File: src/rtl/fibo_host_controller_if.sv
// Bus bundle for fibo_host_controller: upstream request, downstream response
// and the begin_fibo/done calculator port.
interface fibo_host_controller_if;
  logic        req_valid;
  logic        req_ready;
  logic [4:0]  req_index;
  logic        rsp_valid;
  logic        rsp_ready;
  logic [15:0] rsp_value;
  logic        rsp_error;
  logic [4:0]  input_s;
  logic        begin_fibo;
  logic [15:0] fibo_out;
  logic        done;

  // Controller side.
  modport master (
    input  req_valid, req_index, rsp_ready, fibo_out, done,
    output req_ready, rsp_valid, rsp_value, rsp_error, input_s, begin_fibo
  );

  // Requester / response sink / calculator side.
  modport slave (
    output req_valid, req_index, rsp_ready, fibo_out, done,
    input  req_ready, rsp_valid, rsp_value, rsp_error, input_s, begin_fibo
  );
endinterface

File: src/rtl/fibo_host_controller.sv
// Sequences one Fibonacci request at a time through the begin_fibo/done
// calculator. Optional WAIT watchdog is enabled by defining FIBO_TIMEOUT_EN.
module fibo_host_controller #(
  parameter int BEGIN_HOLD     = 2,
  parameter int MAX_INDEX      = 24,
  parameter int TIMEOUT_CYCLES = 64,
  parameter int CNT_W          = 8
) (
  input  logic                     clk,
  input  logic                     reset_n,
  fibo_host_controller_if.master   bus,
  output logic                     busy_o,
  output logic [CNT_W-1:0]         rsp_count_o
);

  typedef enum logic [1:0] {
    ST_IDLE  = 2'd0,
    ST_ISSUE = 2'd1,
    ST_WAIT  = 2'd2,
    ST_RESP  = 2'd3
  } state_e;

  localparam int          HOLD_W    = (BEGIN_HOLD > 1) ? $clog2(BEGIN_HOLD) : 1;
  localparam logic [HOLD_W-1:0] HOLD_LAST = HOLD_W'(BEGIN_HOLD - 1);
  localparam logic [4:0]  MAX_IDX   = 5'(MAX_INDEX);
  localparam logic [15:0] ERR_VALUE = 16'hFFFF;

  if (BEGIN_HOLD < 1 || TIMEOUT_CYCLES < 1) begin : g_bad_param
    $error("fibo_host_controller: BEGIN_HOLD and TIMEOUT_CYCLES must be >= 1");
  end

  state_e              state_q, state_d;
  logic [HOLD_W-1:0]   hold_q, hold_d;
  logic [4:0]          input_s_q, input_s_d;
  logic [15:0]         value_q, value_d;
  logic                error_q, error_d;
  logic [CNT_W-1:0]    count_q, count_d;

`ifdef FIBO_TIMEOUT_EN
  localparam int            TO_W    = $clog2(TIMEOUT_CYCLES + 1);
  localparam logic [TO_W-1:0] TO_LAST = TO_W'(TIMEOUT_CYCLES - 1);
  logic [TO_W-1:0]     wait_cnt_q, wait_cnt_d;
`endif

  // NOTE: every variable driven here gets a default first so no path can
  // leave it unassigned and infer a latch.
  always_comb begin
    state_d   = state_q;
    hold_d    = hold_q;
    input_s_d = input_s_q;
    value_d   = value_q;
    error_d   = error_q;
    count_d   = count_q;
`ifdef FIBO_TIMEOUT_EN
    wait_cnt_d = wait_cnt_q;
`endif

    unique case (state_q)
      ST_IDLE: begin
        if (bus.req_valid) begin
          if (bus.req_index <= MAX_IDX) begin
            input_s_d = bus.req_index;
            hold_d    = '0;
            state_d   = ST_ISSUE;
          end else begin
            // Out-of-range index is answered directly; calculator untouched.
            value_d = ERR_VALUE;
            error_d = 1'b1;
            state_d = ST_RESP;
          end
        end
      end

      ST_ISSUE: begin
        if (hold_q == HOLD_LAST) begin
          state_d = ST_WAIT;
`ifdef FIBO_TIMEOUT_EN
          wait_cnt_d = '0;
`endif
        end else begin
          hold_d = hold_q + HOLD_W'(1);
        end
      end

      ST_WAIT: begin
        if (bus.done) begin
          value_d = bus.fibo_out;
          error_d = 1'b0;
          state_d = ST_RESP;
        end
`ifdef FIBO_TIMEOUT_EN
        else if (wait_cnt_q == TO_LAST) begin
          value_d = ERR_VALUE;
          error_d = 1'b1;
          state_d = ST_RESP;
        end else begin
          wait_cnt_d = wait_cnt_q + TO_W'(1);
        end
`endif
      end

      ST_RESP: begin
        if (bus.rsp_ready) begin
          state_d = ST_IDLE;
          if (count_q != '1) count_d = count_q + CNT_W'(1);
        end
      end

      default: state_d = ST_IDLE;
    endcase
  end

  always_comb begin
    bus.req_ready  = (state_q == ST_IDLE);
    bus.rsp_valid  = (state_q == ST_RESP);
    bus.begin_fibo = (state_q == ST_ISSUE);
    bus.rsp_value  = value_q;
    bus.rsp_error  = error_q;
    bus.input_s    = input_s_q;
    busy_o         = (state_q != ST_IDLE);
    rsp_count_o    = count_q;
  end

  // NOTE: state registers use non-blocking assignments so every flop samples
  // the pre-edge values regardless of statement order.
  always_ff @(posedge clk) begin
    if (!reset_n) begin
      state_q   <= ST_IDLE;
      hold_q    <= '0;
      input_s_q <= '0;
      value_q   <= '0;
      error_q   <= 1'b0;
      count_q   <= '0;
`ifdef FIBO_TIMEOUT_EN
      wait_cnt_q <= '0;
`endif
    end else begin
      state_q   <= state_d;
      hold_q    <= hold_d;
      input_s_q <= input_s_d;
      value_q   <= value_d;
      error_q   <= error_d;
      count_q   <= count_d;
`ifdef FIBO_TIMEOUT_EN
      wait_cnt_q <= wait_cnt_d;
`endif
    end
  end

endmodule

File: src/flat_wrapper.sv
// flat-port wrapper written by rule: the top's interface ports become plain ports
module fibo_host_controller_flat 
#(
  parameter int BEGIN_HOLD     = 2,
  parameter int MAX_INDEX      = 24,
  parameter int TIMEOUT_CYCLES = 64,
  parameter int CNT_W          = 8
)
  (clk, reset_n, busy_o, rsp_count_o, bus_req_valid, bus_req_index, bus_rsp_ready, bus_fibo_out, bus_done, bus_req_ready, bus_rsp_valid, bus_rsp_value, bus_rsp_error, bus_input_s, bus_begin_fibo);
  fibo_host_controller_if bus_i ();
  input  logic clk;
  input  logic reset_n;
  output logic busy_o;
  output logic [CNT_W-1:0] rsp_count_o;
  input wire logic [$bits(bus_i.req_valid)-1:0] bus_req_valid;
  input wire logic [$bits(bus_i.req_index)-1:0] bus_req_index;
  input wire logic [$bits(bus_i.rsp_ready)-1:0] bus_rsp_ready;
  input wire logic [$bits(bus_i.fibo_out)-1:0] bus_fibo_out;
  input wire logic [$bits(bus_i.done)-1:0] bus_done;
  output wire logic [$bits(bus_i.req_ready)-1:0] bus_req_ready;
  output wire logic [$bits(bus_i.rsp_valid)-1:0] bus_rsp_valid;
  output wire logic [$bits(bus_i.rsp_value)-1:0] bus_rsp_value;
  output wire logic [$bits(bus_i.rsp_error)-1:0] bus_rsp_error;
  output wire logic [$bits(bus_i.input_s)-1:0] bus_input_s;
  output wire logic [$bits(bus_i.begin_fibo)-1:0] bus_begin_fibo;
  assign bus_i.req_valid = bus_req_valid;
  assign bus_i.req_index = bus_req_index;
  assign bus_i.rsp_ready = bus_rsp_ready;
  assign bus_i.fibo_out = bus_fibo_out;
  assign bus_i.done = bus_done;
  assign bus_req_ready = bus_i.req_ready;
  assign bus_rsp_valid = bus_i.rsp_valid;
  assign bus_rsp_value = bus_i.rsp_value;
  assign bus_rsp_error = bus_i.rsp_error;
  assign bus_input_s = bus_i.input_s;
  assign bus_begin_fibo = bus_i.begin_fibo;
  fibo_host_controller #(.BEGIN_HOLD(BEGIN_HOLD), .MAX_INDEX(MAX_INDEX), .TIMEOUT_CYCLES(TIMEOUT_CYCLES), .CNT_W(CNT_W)) u_core (.clk(clk), .reset_n(reset_n), .bus(bus_i), .busy_o(busy_o), .rsp_count_o(rsp_count_o));
endmodule
File: config.mk
export PLATFORM = sky130hd
export DESIGN_NAME = fibo_host_controller_flat
export DESIGN_NICKNAME = d
export VERILOG_FILES = /design/src/rtl/fibo_host_controller_if.sv /design/src/rtl/fibo_host_controller.sv /design/src/flat_wrapper.sv
export SDC_FILE = /design/constraint.sdc
export NUM_CORES = 1
export LEC_CHECK = 0
export BUFFER_PORTS_ARGS = -buffer_cell sky130_fd_sc_hd__buf_2
export CORE_MARGIN = 3
export CORE_UTILIZATION = 50
export CTS_BUF_LIST = sky130_fd_sc_hd__clkbuf_2
export CTS_CLUSTER_DIAMETER = 30
export DETAILED_ROUTE_END_ITERATION = 7
export PLACE_DENSITY = 0.82
export SYNTH_ARGS = -nofsm -noshare
export SYNTH_HDL_FRONTEND = slang
export SYNTH_SLANG_ARGS = --single-unit
export TNS_END_PERCENT = 1
File: constraint.sdc
create_clock -name clk -period 2.1 [get_ports clk]
set_input_delay 0.525 -clock clk [delete_from_list [all_inputs] [get_ports clk]]
set_output_delay 0.525 -clock clk [all_outputs]
set_load 0.05 [all_outputs]
==> results.txt, run 1 <==
Outcome: completed
Part of the total power dissipated in combinational logic: 0.575
Maximum number of pins on one net before global-route repair: 30
First-pass GRT wire length: 5485 um
Via count of the first global-routing pass: 1288
Total net switching power: 1443 uW
Maximum capacitance violations: 0
Final weighted congestion in routability-driven placement: 0.7618
Most instantiated flip-flop cell in the synthesis netlist: dfxtp_1
Grt ovf: 0
Slew at the pin with the worst max-slew slack: 0.4624 ns
Finished Cell Area: 1872 um^2
Antenna violations before repair: 0
Total cell area at the placement stage: 1834 um^2
Half-perimeter wire length after placement: 2672 um
Tcrit/Tclk final: 0.9380
Per-instance average area after synthesis: 10.32 um^2
Worst EP required: 1.57 ns
Antenna cells: 0
Area of combinational cells with multiple inputs: 789.5 um^2
Combined area of all synthesized cells: 1516 um^2
Root Driver: clkbuf_2
Post-CTS setup repair buffer count: 0
Total of buffers placed on input and output ports: 59
Post-synth net total: 178
Distinct cell type count after synthesis: 38
Critical path class: reg2out
Delay-heaviest family, CP: buffers and inverters
Top-Level Pins: 60
Cells taking the most area after synthesis: dfxtp_1, a2bb2oi_2, nand2_1
Avg WL per Cell: 14.27 um
Final hold violations: 0
Total number of placement rows: 19
First-pass DRT Iterations: 4
Starting Density: 0.5360
Power consumption: 2800 uW
Internal power: 1357 uW
P per Cell Area: 1496 nW/um^2
Clock latency on the worst-skew pair: 0.35 ns
DRT iter0 DRCs: 77
Setup slack of the critical path after layout: 0.1302 ns
Most repeated library cell on the critical path: inv_1
Crit. End Element: output pin
Portion of the post-synthesis area used by sequential elements: 0.4356
Overall routed net length: 3438 um
Share of total power consumed by net switching: 0.5154
CP bufs+invs: 3
Register bit total from synthesis: 33
Count of filler cells inserted in the layout: 238
Core Region: 2829 um^2
Cell breakdown of the critical path: inv_1, ha_2, inv_1, buf_2
Total of warnings raised by yosys: 0
Post-synth ARST share: 0
Reg power frac: 0.330
Proportion of power drawn by the clock network: 0.095
CTS tree: done
Largest buffer count on any clock path: 2
Max stage delay cell, worst path: dfxtp_1
RSZ-0062 raised after global routing: false
Leading cell types by count after synthesis: dfxtp_1, nand2_1, a2bb2oi_2
Die width: 61.07 um
GRT Util Overall: 0.1970
Remaining max-slew budget at the tightest pin: 0.6918
Global routing usage on met2: 0.3384
Top-count cell post-synth: dfxtp_1
Setup-violating endpoint count in the final report: 0
Delay of the slowest cell on the worst path: 0.43 ns
Vias after detailed routing: 1332
Die area: 3730 um^2
Clock slew at reported path FFs: 0.17 ns
Via density per instance: 5.527
Final #Nets: 240
Count of unresolved DRC violations after routing: 0
Number of instances in the synthesized netlist: 147
Clock tree skew after final layout: 0.02100 ns
Clock H-tree levels: 2
GRT met1 Usage: 0.2282
EDFF count, synth: 0
Met3 layer usage reported by global route: 0.05031
Peak supply drop: 0.9971 mV
Crit path launch: u_core.state_q[0]
Cell type with the highest aggregate area in the netlist: dfxtp_1
Leak: 0.0008730 uW
Area overhead of the layout relative to synthesis: 23.43%
Area used by sequential logic in the layout: 660.6 um^2
Worst min-delay path class: in2reg
Startpoint types: flip-flop
Total Neg Setup Slack: 0 ns
Origin of the critical flop-to-flop path: u_core.state_q[1]
Count of instances resized after the clock tree is built: 0
Data arrival time at the worst-slack endpoint: 1.44 ns
Worst slack, placed: 0.2326 ns
Top-area cell type share of the netlist area: 0.4356
Hold path startpoint: bus_fibo_out[8]
Layout cells sized above 1: 0.4143
Die height: 61.07 um
Pins over their slew limit: 0
Most Crowded Layer GR: met2
Highest Clock Rate: 507.7 MHz
CTS buffer count: 5
Largest fanout on the critical path: 7
Cts-stage hold buffer count: 0
Routed Antenna Nets: 0
Clk sink count: 33
Fin crit period: 1.970 ns
-- state kept, by name, indices dropped and copies added (netlist names) --
name and count:
u_core.bus.rsp_error 1, u_core.state_q 2, u_core.hold_q 1, u_core.rsp_count_o 8
u_core.bus.rsp_value 16, u_core.bus.input_s 5
-- area by class of cell --
| class | instances | area share |
|---|---|---|
| Clock buffer | 5 | 0.01337 |
| Clock inverter | 3 | 0.006684 |
| Inverter | 6 | 0.01203 |
| Multi-Input combinational cell | 102 | 0.4218 |
| Sequential cell | 33 | 0.3529 |
| Tap cell | 31 | 0.02072 |
| Timing Repair Buffer | 61 | 0.1725 |
-- power groups by stage --
stage          clock network (uW)  logic, uW  registers (uW)
3_5_place_dp                    0       1620             936
3_3_place_gp                    0       1570             922
5_1_grt                       311       1700             943
2_1_floorplan                   0        703            1500
6_report                      266       1610             924
4_1_cts                       280       1620             922
-- routing by layer --
| layer | routed length (um) | up-vias |
|---|---|---|
| met1 | 1373 | 617 |
| met3 | 177 | 6 |
| met2 | 1833 | 46 |
| met4 | 53 | 0 |
| met5 | 0 | - |
| li1 | - | 663 |
-- kinds of logic after synthesis --
family | after synthesis | synth area share
DFF | 33 | 0.4356
adders and majority gates | 5 | 0.04125
and+or+nand+nor | 49 | 0.1774
AOI/OAI and AO/OA | 43 | 0.2690
buffers and inverters | 12 | 0.04538
muxes | 3 | 0.01980
xor gates and xnor gates | 2 | 0.01155
-- cell usage in the layout (no fill, tap or decap), types with 3 or more instances in the layout --
master,netlist,routed
o31ai_1,4,4
mux2i_1,3,3
a21oi_1,4,4
o21ai_0,6,6
nand2_1,23,23
inv_1,6,6
a2bb2oi_1,6,6
clkbuf_2,0,5
a2bb2oi_2,10,10
buf_2,0,59
nand3_1,5,5
dfxtp_1,33,33
ha_1,5,4
nor2b_1,5,5
-- stage by stage --
step,hold WS (ns),utilization,cells
final,0.3912,0.6617,241
after detailed placement,0.4409,0.6484,233
after floorplan,0.4522,-,147
after CTS,0.3718,0.6617,241
after global routing,0.3530,0.6617,241
after global placement,0.4367,0.6484,233
-- worst paths after layout --
path	to	slack, ns	cells past startpoint
setup / recovery	busy_o	0.13	4
hold reg to reg	u_core.bus.rsp_value[4]	0.46	2
hold / removal	u_core.bus.rsp_value[8]	0.39	2
setup reg to reg	u_core.rsp_count_o[7]	0.36	5
No activity file was read; power rests on OpenSTA's default activity.
==> inputs of run 2 (changes only) <==
- GPL_TIMING_DRIVEN: not set -> 0
- RECOVER_POWER: not set -> 50
==> results.txt, run 2 (synthesis results as in run 1) <==
Outcome: completed
Count of unresolved DRC violations after routing: 0 (unchanged)
Total number of placement rows: 19 (unchanged)
Starting Density: 0.5360 (unchanged)
First-pass GRT wire length: 5727 um (+4.4%)
Post-CTS setup repair buffer count: 0 (unchanged)
Pins over their slew limit: 0 (unchanged)
Fin crit period: 1.942 ns (-0.02739 ns)
Die width: 61.07 um (unchanged)
Die area: 3730 um^2 (unchanged)
CTS buffer count: 5 (unchanged)
P per Cell Area: 1492 nW/um^2 (-0.23%)
Antenna cells: 0 (unchanged)
Remaining max-slew budget at the tightest pin: 0.5473 (-0.1445)
Avg WL per Cell: 14.52 um (+1.8%)
Root Driver: clkbuf_2
Setup-violating endpoint count in the final report: 0 (unchanged)
Antenna violations before repair: 0 (unchanged)
GRT Util Overall: 0.2050 (+0.007908)
CTS tree: done
Largest buffer count on any clock path: 2 (unchanged)
Half-perimeter wire length after placement: 2743 um (+2.7%)
Overall routed net length: 3558 um (+3.5%)
Number of flip-flops in the largest register: 16 (unchanged)
Clock H-tree levels: 2 (unchanged)
Top-Level Pins: 60 (unchanged)
Post-layout utilization of the core: 0.6555 (-0.006192)
Startpoint types: flip-flop
Worst EP required: 1.57 ns (about the same)
Maximum number of pins on one net before global-route repair: 11 (-63%)
DRT iter0 DRCs: 43 (-44%)
Total Neg Setup Slack: 0 ns (unchanged)
Clk sink count: 33 (unchanged)
Leak: 0.0007895 uW (-9.6%)
Tcrit/Tclk final: 0.9249 (-0.01304)
Core Region: 2829 um^2 (unchanged)
Total of buffers placed on input and output ports: 59 (unchanged)
Slew at the pin with the worst max-slew slack: 0.6777 ns (+0.2153 ns)
Grt ovf: 0 (unchanged)
Crit. End Element: output pin
Area overhead of the layout relative to synthesis: 22.28%
Data arrival time at the worst-slack endpoint: 1.42 ns (-0.02 ns)
Critical path class: reg2out
Worst min-delay path class: in2reg
Final #Nets: 244 (+1.7%)
Final hold violations: 0 (unchanged)
Die height: 61.07 um (unchanged)
Final weighted congestion in routability-driven placement: 0.8376 (+10%)
Clock latency on the worst-skew pair: 0.36 ns (about the same)
Vias after detailed routing: 1369 (+2.8%)
Peak supply drop: 0.9564 mV (-4.1%)
Most common cell after layout, fill and taps aside: buf_2
Via density per instance: 5.588 (+1.1%)
Largest fanout on the critical path: 7 (unchanged)
Layout cells sized above 1: 0.2991 (-0.1152)
Clock slew at reported path FFs: 0.17 ns (about the same)
Highest Clock Rate: 514.8 MHz (+1.4%)
Most frequent cells in the layout: buf_2, dfxtp_1, clkbuf_1
Power consumption: 2767 uW (-1.2%)
Cts-stage hold buffer count: 0 (unchanged)
Via count of the first global-routing pass: 1349 (+4.7%)
RSZ-0062 raised after global routing: false
Routed Antenna Nets: 0 (unchanged)
Worst r2r path cells: 7 (+2)
First-pass DRT Iterations: 4 (unchanged)
Cell depth of the worst hold path: 2 (unchanged)
Count of instances resized after the clock tree is built: 0 (unchanged)
Count of filler cells inserted in the layout: 246 (+3.4%)
Maximum capacitance violations: 0 (unchanged)
Clock tree skew after final layout: 0.02456 ns (+0.003557 ns)
[run 2: final timing paths]
kind	startpoint	endpoint	slack (ns)
worst max-delay path	u_core.state_q[0]	busy_o	0.16
worst min-delay path	bus_fibo_out[10]	u_core.bus.rsp_value[10]	0.39
worst max register to register	u_core.state_q[0]	u_core.bus.rsp_value[7]	0.32
worst min register to register	u_core.bus.rsp_value[15]	u_core.bus.rsp_value[15]	0.46
[run 2: power by group]
| group | leakage [uW] | internal, uW | switching [uW] |
|---|---|---|---|
| combinational | 0.000485 | 409 | 1150 |
| clock | 0.0000327 | 83.8 | 205 |
| sequential | 0.000271 | 819 | 103 |
[run 2: critical path, stage by stage (launching register included)]
cell     delay (ns)
dfxtp_1        0.41
inv_1          0.09
ha_2           0.24
inv_1          0.08
buf_2          0.26
[run 2: metrics by stage]
stage / setup WS [ns] / area (um^2) / std cells / hold slack [ns]
global placement: 0.1928 / 1853 / 237 / 0.4369
detailed placement: 0.1615 / 1853 / 237 / 0.4412
floorplan: 0.1462 / 1519 / 147 / 0.4522
global route: 0.04110 / 1854 / 245 / 0.3466
finish: 0.1576 / 1854 / 245 / 0.3882
CTS: 0.1256 / 1893 / 245 / 0.3639
[run 2: cell type report]
cell class,instances,area (um^2),area share
multi-input cells,102,779.5,0.4204
flip-flops and latches,33,660.6,0.3563
repair buffers,59,266.5,0.1437
plain buffers,6,46.29,0.02497
well taps,31,38.79,0.02092
clock buffers,6,30.03,0.01619
inverters,6,22.52,0.01215
clock inverters,2,10.01,0.005398
[run 2: per-layer routing]
metal,vias to the layer above,track usage,part of all wire
li1,679,-,-
met1,649,0.2387,0.41
met2,36,0.3580,0.54
met3,5,0.05451,0.044
met4,0,0.07740,0.010
met5,-,0,0
